--- config.mk ---
export PLATFORM = sky130hd
export DESIGN_NAME = instr_fetch_queue_flat
export DESIGN_NICKNAME = d
export VERILOG_FILES = /design/src/rtl/instr_fetch_queue_if.sv /design/src/rtl/instr_fetch_queue.sv /design/src/flat_wrapper.sv
export SDC_FILE = /design/constraint.sdc
export NUM_CORES = 1
export LEC_CHECK = 0
export CAP_MARGIN = 40
export CORE_ASPECT_RATIO = 1.4
export CORE_MARGIN = 10
export CORE_UTILIZATION = 45
export DETAILED_ROUTE_END_ITERATION = 12
export PLACE_DENSITY_LB_ADDON = 0.08
export SLEW_MARGIN = 20
export SYNTH_ARGS = -nofsm -noshare
export SYNTH_HDL_FRONTEND = slang
export SYNTH_SLANG_ARGS = --single-unit
--- constraint.sdc ---
create_clock -name clock -period 4.9 [get_ports clock]
set_clock_uncertainty 0.05 [all_clocks]
set_input_delay 0.49 -clock clock [delete_from_list [all_inputs] [get_ports clock]]
set_output_delay 0.49 -clock clock [all_outputs]
set_load 0.05 [all_outputs]
--- src/rtl/instr_fetch_queue_if.sv ---
// Fetch-queue bus: PC handshake, instruction-memory read port, flush and decoder-side queue head.
// slave = the fetch queue, master = its surroundings (PC logic, memory, decoder).
interface instr_fetch_queue_if #(
  parameter int unsigned ADDR_W  = 8,
  parameter int unsigned INSTR_W = 16,
  parameter int unsigned DEPTH   = 4
);
  localparam int unsigned CNT_W = $clog2(DEPTH) + 1;

  logic [ADDR_W-1:0]  pc_in;
  logic               pc_valid;
  logic               pc_ready;
  logic               mem_req;
  logic [ADDR_W-1:0]  mem_addr;
  logic [INSTR_W-1:0] mem_rdata;
  logic               flush;
  logic               out_valid;
  logic               out_ready;
  logic [INSTR_W-1:0] out_instr;
  logic [ADDR_W-1:0]  out_pc;
  logic [CNT_W-1:0]   count;

  modport slave (
    input  pc_in, pc_valid, mem_rdata, flush, out_ready,
    output pc_ready, mem_req, mem_addr, out_valid, out_instr, out_pc, count
  );

  modport master (
    output pc_in, pc_valid, mem_rdata, flush, out_ready,
    input  pc_ready, mem_req, mem_addr, out_valid, out_instr, out_pc, count
  );
endinterface

--- src/rtl/instr_fetch_queue.sv ---
// Fetch stage: reads instruction memory at the current PC and queues {pc, instr} pairs
// for the decoder, reserving a slot per in-flight read so no response is ever dropped.
module instr_fetch_queue #(
  parameter int unsigned ADDR_W  = 8,
  parameter int unsigned INSTR_W = 16,
  parameter int unsigned DEPTH   = 4
) (
  input logic                clock,
  input logic                reset,
  instr_fetch_queue_if.slave bus
);
  localparam int unsigned PTR_W = $clog2(DEPTH);
  localparam int unsigned CNT_W = PTR_W + 1;
  localparam int unsigned OCC_W = CNT_W + 1;

  typedef struct packed {
    logic [ADDR_W-1:0]  pc;
    logic [INSTR_W-1:0] instr;
  } entry_t;

  entry_t             entry_q [DEPTH];
  entry_t             entry_d [DEPTH];
  logic [PTR_W-1:0]   wr_ptr_q, wr_ptr_d;
  logic [PTR_W-1:0]   rd_ptr_q, rd_ptr_d;
  logic [CNT_W-1:0]   count_q, count_d;
  logic               inflight_q, inflight_d;
  logic [ADDR_W-1:0]  pending_pc_q, pending_pc_d;

  logic               out_valid_c;
  logic               pop_c;
  logic               write_c;
  logic               pc_ready_c;
  logic               accept_c;
  logic [OCC_W-1:0]   occupancy_c;

  // Occupancy counts the reserved in-flight slot; a pop this cycle frees one immediately.
  always_comb begin
    out_valid_c = (count_q != '0);
    pop_c       = out_valid_c && bus.out_ready;
    write_c     = inflight_q && !bus.flush;
    occupancy_c = OCC_W'(count_q) + OCC_W'(inflight_q) - OCC_W'(pop_c);
    pc_ready_c  = !reset && !bus.flush && (occupancy_c < OCC_W'(DEPTH));
    accept_c    = bus.pc_valid && pc_ready_c;
  end

  // Next-state: flush clears everything and discards the response arriving this cycle.
  always_comb begin
    entry_d      = entry_q;
    wr_ptr_d     = wr_ptr_q;
    rd_ptr_d     = rd_ptr_q;
    count_d      = count_q;
    inflight_d   = accept_c;
    pending_pc_d = pending_pc_q;

    if (accept_c) begin
      pending_pc_d = bus.pc_in;
    end

    if (bus.flush) begin
      wr_ptr_d   = '0;
      rd_ptr_d   = '0;
      count_d    = '0;
      inflight_d = 1'b0;
    end else begin
      if (write_c) begin
        entry_d[wr_ptr_q] = '{pc: pending_pc_q, instr: bus.mem_rdata};
        wr_ptr_d          = wr_ptr_q + PTR_W'(1);
      end
      if (pop_c) begin
        rd_ptr_d = rd_ptr_q + PTR_W'(1);
      end
      count_d = count_q + CNT_W'(write_c) - CNT_W'(pop_c);
    end
  end

  always_ff @(posedge clock or posedge reset) begin
    if (reset) begin
      entry_q      <= '{default: '0};
      wr_ptr_q     <= '0;
      rd_ptr_q     <= '0;
      count_q      <= '0;
      inflight_q   <= 1'b0;
      pending_pc_q <= '0;
    end else begin
      entry_q      <= entry_d;
      wr_ptr_q     <= wr_ptr_d;
      rd_ptr_q     <= rd_ptr_d;
      count_q      <= count_d;
      inflight_q   <= inflight_d;
      pending_pc_q <= pending_pc_d;
    end
  end

  // Memory-side handshake is combinational so the read issues in the accepting cycle.
  assign bus.pc_ready  = pc_ready_c;
  assign bus.mem_req   = accept_c;
  assign bus.mem_addr  = bus.pc_in;
  assign bus.out_valid = out_valid_c;
  assign bus.out_instr = entry_q[rd_ptr_q].instr;
  assign bus.out_pc    = entry_q[rd_ptr_q].pc;
  assign bus.count     = count_q;

endmodule

--- src/flat_wrapper.sv ---
// flat-port wrapper written by rule: the top's interface ports become plain ports
module instr_fetch_queue_flat 
#(
  parameter int unsigned ADDR_W  = 8,
  parameter int unsigned INSTR_W = 16,
  parameter int unsigned DEPTH   = 4
)
  (clock, reset, bus_pc_in, bus_pc_valid, bus_mem_rdata, bus_flush, bus_out_ready, bus_pc_ready, bus_mem_req, bus_mem_addr, bus_out_valid, bus_out_instr, bus_out_pc, bus_count);
  instr_fetch_queue_if #(.ADDR_W(ADDR_W), .INSTR_W(INSTR_W), .DEPTH(DEPTH)) bus_i ();
  input logic clock;
  input logic reset;
  input wire logic [$bits(bus_i.pc_in)-1:0] bus_pc_in;
  input wire logic [$bits(bus_i.pc_valid)-1:0] bus_pc_valid;
  input wire logic [$bits(bus_i.mem_rdata)-1:0] bus_mem_rdata;
  input wire logic [$bits(bus_i.flush)-1:0] bus_flush;
  input wire logic [$bits(bus_i.out_ready)-1:0] bus_out_ready;
  output wire logic [$bits(bus_i.pc_ready)-1:0] bus_pc_ready;
  output wire logic [$bits(bus_i.mem_req)-1:0] bus_mem_req;
  output wire logic [$bits(bus_i.mem_addr)-1:0] bus_mem_addr;
  output wire logic [$bits(bus_i.out_valid)-1:0] bus_out_valid;
  output wire logic [$bits(bus_i.out_instr)-1:0] bus_out_instr;
  output wire logic [$bits(bus_i.out_pc)-1:0] bus_out_pc;
  output wire logic [$bits(bus_i.count)-1:0] bus_count;
  assign bus_i.pc_in = bus_pc_in;
  assign bus_i.pc_valid = bus_pc_valid;
  assign bus_i.mem_rdata = bus_mem_rdata;
  assign bus_i.flush = bus_flush;
  assign bus_i.out_ready = bus_out_ready;
  assign bus_pc_ready = bus_i.pc_ready;
  assign bus_mem_req = bus_i.mem_req;
  assign bus_mem_addr = bus_i.mem_addr;
  assign bus_out_valid = bus_i.out_valid;
  assign bus_out_instr = bus_i.out_instr;
  assign bus_out_pc = bus_i.out_pc;
  assign bus_count = bus_i.count;
  instr_fetch_queue #(.ADDR_W(ADDR_W), .INSTR_W(INSTR_W), .DEPTH(DEPTH)) u_core (.clock(clock), .reset(reset), .bus(bus_i));
endmodule
* After elaboration in Yosys (flattened, before gate mapping)
Index checks and enable logic that the tools add are counted.
** Operators by class
- Reduce and logical (&&, ||, !) cells :: 12
- Add/sub/neg operators :: 6
- Order comparisons :: 4
- Mux-type cells :: 12
- Bitwise logic cells :: 3
** Operators with widths (number)
- 96-bit bitwise mux :: 1
- 24-bit two-way mux :: 3
- 24-bit binary-select mux with 2-bit select :: 1
- 24-bit demux with 2-bit select :: 1
- 2-bit two-way mux :: 4
- 3-bit greater-or-equal comparator, second input constant :: 2
- 1-bit logical AND :: 6
- 2-bit inverter with 3-bit output :: 2
- 2-bit by 1-bit adder with 2-bit output, second input constant :: 2
- 3-bit by 1-bit adder with 4-bit output :: 1
- 4-bit by 3-bit < comparator with 1-bit output, second input constant :: 1
- 2-bit nonzero test :: 2
- 4-bit by 1-bit subtractor with 4-bit output :: 1
- 3-bit by 1-bit adder with 3-bit output :: 1
- 3-bit by 1-bit < comparator with 1-bit output, second input constant :: 1
- 3-bit two-way mux :: 1
- 3-bit nonzero test :: 1
- 3-bit by 1-bit subtractor with 3-bit output :: 1
- 1-bit logical NOT :: 2
- 2-bit AND reduction :: 1
- 1-bit two-way mux :: 1
- 1-bit inverter :: 1
** Word-level totals
- Bits in registers :: 112
- Bits of input ports :: 29
- Word-level logic and storage cells :: 50
- Output and inout bits :: 38

* Depth between registers and ports, before layout
- Depth after elaboration :: 7
- Gate-level depth with buffers :: 8
- Depth with buffers taken out :: 8

* Least setup slack after synthesis
No wires, ideal clock.
- Path kind :: reg-to-output
- From :: register u_core.count_q[1] (netlist: u_core.bus.count[1])
- To :: output bus_mem_req
- Stages on the path, launching flop included :: 9
- Data required time :: 4360 ps
- Path buffers :: 0
- Arrival :: 2460 ps
- Path slack :: 1900 ps
- Path through :: dfrtp_1 -> o31a_1 -> ha_1 -> inv_1 -> ha_1 -> and3b_4 -> o211a_1 -> o211ai_4 -> inv_1
** On the way
- Word-level cells in the longest chain between the ends :: 6
- Elaborated cells between the ends (all ways) :: 7
- Classes of those cells :: add/sub: 2; order compare: 1; reduce/logical: 4
** RTL lines
- from (decl) :: RTL line instr_fetch_queue.sv:25 : logic [CNT_W-1:0] count_q, count_d;
- from (signal assigned) :: RTL line instr_fetch_queue.sv:88 : count_q <= count_d;
- parallel branches: the longest is 2 deep, another holds 3-bit by 1-bit adder with 4-bit output
- 4-bit by 1-bit subtractor with 4-bit output * :: RTL line instr_fetch_queue.sv:41 : occupancy_c = OCC_W'(count_q) + OCC_W'(inflight_q) - OCC_W'(pop_c);
- 4-bit by 3-bit < comparator with 1-bit output * :: RTL line instr_fetch_queue.sv:42 : pc_ready_c = !reset && !bus.flush && (occupancy_c < OCC_W'(DEPTH));
- 1-bit logical AND * :: RTL line instr_fetch_queue.sv:42
- 1-bit logical AND * :: RTL line instr_fetch_queue.sv:43 : accept_c = bus.pc_valid && pc_ready_c;
- to (decl) :: RTL line flat_wrapper.sv:18 : output wire logic [$bits(bus_i.mem_req)-1:0] bus_mem_req;
Every way passes the cells marked *.

* Worst setup path in the final report
- From :: input bus_out_ready
- To :: output bus_mem_req
** On the way
- Word-level cells in the longest chain between the ends :: 5
** RTL lines
- from (decl) :: RTL line flat_wrapper.sv:16 : input wire logic [$bits(bus_i.out_ready)-1:0] bus_out_ready;
- 1-bit logical AND :: RTL line instr_fetch_queue.sv:39 : pop_c = out_valid_c && bus.out_ready;
- 4-bit by 1-bit subtractor with 4-bit output :: RTL line instr_fetch_queue.sv:41
- 4-bit by 3-bit < comparator with 1-bit output :: RTL line instr_fetch_queue.sv:42
- 1-bit logical AND :: RTL line instr_fetch_queue.sv:42
- 1-bit logical AND :: RTL line instr_fetch_queue.sv:43
Every way passes these cells.

==> metrics.txt <==
Synth area leader=dfrtp_1; crit path launch=bus_out_ready; vias in the first global route=3089; area grow syn2layout=20.9%; layout cells sized above 1=42.5%; Syn Std Cell Area=0.00502 mm²; worst r2r dst=u_core.pending_pc_q[3]$_DFFE_PP0P_; Top Usage Layer GRT=met2; clk root buf=clkbuf_16; Initial DRT Pass Iterations=4; first-pass GRT wire length=16600 µm; syn_area_per_cell=between 15 and 20 µm²; placeable core area=0.0109 mm²; Die X=109 µm; # clock sinks=112; top_reg_cell synth=dfrtp_1; Detail Route Antenna Nets=0; Final Max Tran Viols=0; IO buf count=66; CP Class=in2out; Max-Cap Viols=0; top cells by area, synth=dfrtp_1 (56%), mux2_2 (23%), mux4_2 (11%); final hold viol count=0; placed inst area=0.00580 mm²; list of most frequent post-synthesis cells=dfrtp_1 (112), mux2_2 (104), mux4_2 (24), buf_2 (15), inv_1 (11); cells after synthesis=311; PostCTS Resize Cnt=0; residual DRC count=0; RSZ-0062 raised after global routing=false; Post-synth EDFFs=0; Final Core Density=between 50 and 60%; Initial Utilization=a little under half; register area share after synthesis=between 50% and 60%; layout net count=407; reg2reg start=u_core.bus.count[1]$_DFF_PP0_; DP Cell Count=499; Die Y=approximately 150 µm; met2 layer usage reported by global route=roughly 20%; Seq cells post-synth=112; top cell type's share of synthesized area=55.8%; GP Congestion=approximately 0.75; Slew HR=51.0%; critical path data arrival time=3.17 ns; CTS Buffer Depth=2; Data required, critical path=around 4.4 ns; Tot Pwr=0.00336 W; slew of the pin with the lowest slew margin=0.733 ns; r2r setup slk=2.26 ns; full die area=0.0158 mm²; Post-synth ARST share=100%; Hold Buf Count CTS=0; crit path launch type=input pin; Via-to-Cell Ratio=5.33; Critical Path End Type=primary output; met3 Use GR=3.85%; Setup Buffers After CTS=0; DR iter-0 viols=54; antenna violations before repair=0; pin count of the biggest net entering global routing=46; worst min-delay path class=reg2reg; fin cells=515; Critical path destination=bus_mem_req; Final setup viols=0; post-route setup TNS=0 ns; Synth Net Count=349; minimum clock period=3.71 ns; GRT Util Overall=13.3%; fmax=270 MHz; detailed placement HPWL=about 6400 µm; H-tree Lvls=3; via count=2746; # fillers=889; Row Count=45; worst r2r path cells=9; post-synth cell types=23; Clk Latency, worst-skew pair=between 0.3 and 0.4 ns; Congestion Overflow GR=0; final instance area=0.00607 mm²; Final period util=75.6%; Detailed Route WL=9780 µm; WL/cell=19.0 µm; CTS tree=yes; Worst-path clk slew=about 0.070 ns; maximum vdd drop=slightly above 0.3 mV; met1 Usage GRT=17.2%; IO Pins=67; pwr dens=554 mW/mm²; leakage=2.81 nW; status=complete, no violations; top-count cell post-synth=dfrtp_1; TritonCTS Buffers=9; # diodes=0; synth warn=0; Max FO, Critical Path=3
[worst max-delay path, cell delays in order]
cell	delay, ns
clkdlybuf4s50_1	0.47
o31a_1	0.20
ha_1	0.22
inv_1	0.05
ha_1	0.26
and3b_4	0.19
nor4_4	0.28
o211ai_4	0.14
inv_1	0.07
clkdlybuf4s50_1	0.80
[worst min path at each step]
stage | startpoint | endpoint | depth (start not counted)
after global placement | u_core.entry_q[4]$_DFFE_PP0P_ | u_core.entry_q[4]$_DFFE_PP0P_ | 1
after global routing | u_core.entry_q[1]$_DFFE_PP0P_ | u_core.entry_q[1]$_DFFE_PP0P_ | 1
after detailed placement | u_core.entry_q[5]$_DFFE_PP0P_ | u_core.entry_q[5]$_DFFE_PP0P_ | 1
after CTS | u_core.entry_q[39]$_DFFE_PP0P_ | u_core.entry_q[39]$_DFFE_PP0P_ | 1
final | u_core.entry_q[39]$_DFFE_PP0P_ | u_core.entry_q[39]$_DFFE_PP0P_ | 1
after floorplan | u_core.entry_q[37]$_DFFE_PP0P_ | u_core.entry_q[37]$_DFFE_PP0P_ | 1
[kinds of logic (layout without fill, tap and decap cells)]
kind of cell	count (synthesis)	after routing	share of synthesized area, %
buffers and inverters	35	98	3.59
adder cells (fa/ha/maj)	9	9	2.39
multiplexers	129	129	34.3
flip-flops	112	112	55.8
XOR/XNOR	5	5	0.872
AND/OR/NAND/NOR	17	17	2.12
AO/OA/AOI/OAI	4	4	0.947
[per-layer routing]
layer  vias up  share of wire, %
met2        56                49
met1      1437                43
li1       1243                 -
met3        10               6.2
met4         0               1.5
met5         -                 0
[power by group]
group	switching, W	internal, W
combinational	0.000800	0.000633
clock	0.000318	0.000355
sequential	0.000152	0.00111
[sequential cells by signal, summed over array words and instances, names as in the netlist]
name / cells
u_core.entry_q: 96
u_core.pending_pc_q: 8
u_core.bus.count: 3
u_core.rd_ptr_q: 2
u_core.wr_ptr_q: 2
u_core.inflight_q: 1
[cell type report]
cell class | count | area [µm²] | area share (%)
Clock inverter | 6 | 35.0 | 0.577
Inverter | 11 | 43.8 | 0.722
Timing Repair Buffer | 71 | 731 | 12.0
Tap cell | 141 | 176 | 2.91
Clock buffer | 10 | 239 | 3.94
Multi-Input combinational cell | 164 | 2040 | 33.6
Sequential cell | 112 | 2810 | 46.2
[stage by stage]
stage | worst slack, ns | hold slack [ns]
floorplan | 1.40 | 0.424
global placement | 1.19 | 0.431
detailed placement | 1.17 | 0.438
CTS | 1.15 | 0.454
global route | 1.03 | 0.471
finish | 1.19 | 0.451
[layout by cell type (no fill, tap or decap), drive strengths merged]
cell type      synthesis  final
xor2                   2      2
and3b                  1      1
nor2b                  2      2
o211ai                 1      1
mux4                  24     24
dfrtp                112    112
clkdlybuf4s50          0     66
nand2                  5      5
xnor2                  3      3
clkinv                 0      4
o211a                  1      1
o31a                   1      1
nand3                  1      1
mux2                 104    104
fa                     1      1
nor2                   7      7
nor4                   1      1
o21a                   1      1
clkinvlp               0      2
ha                     8      8
buf                   23      5
inv                   11     11
clkbuf                 1     10
mux2i                  1      1
No activity file was read; power rests on OpenSTA's default activity.
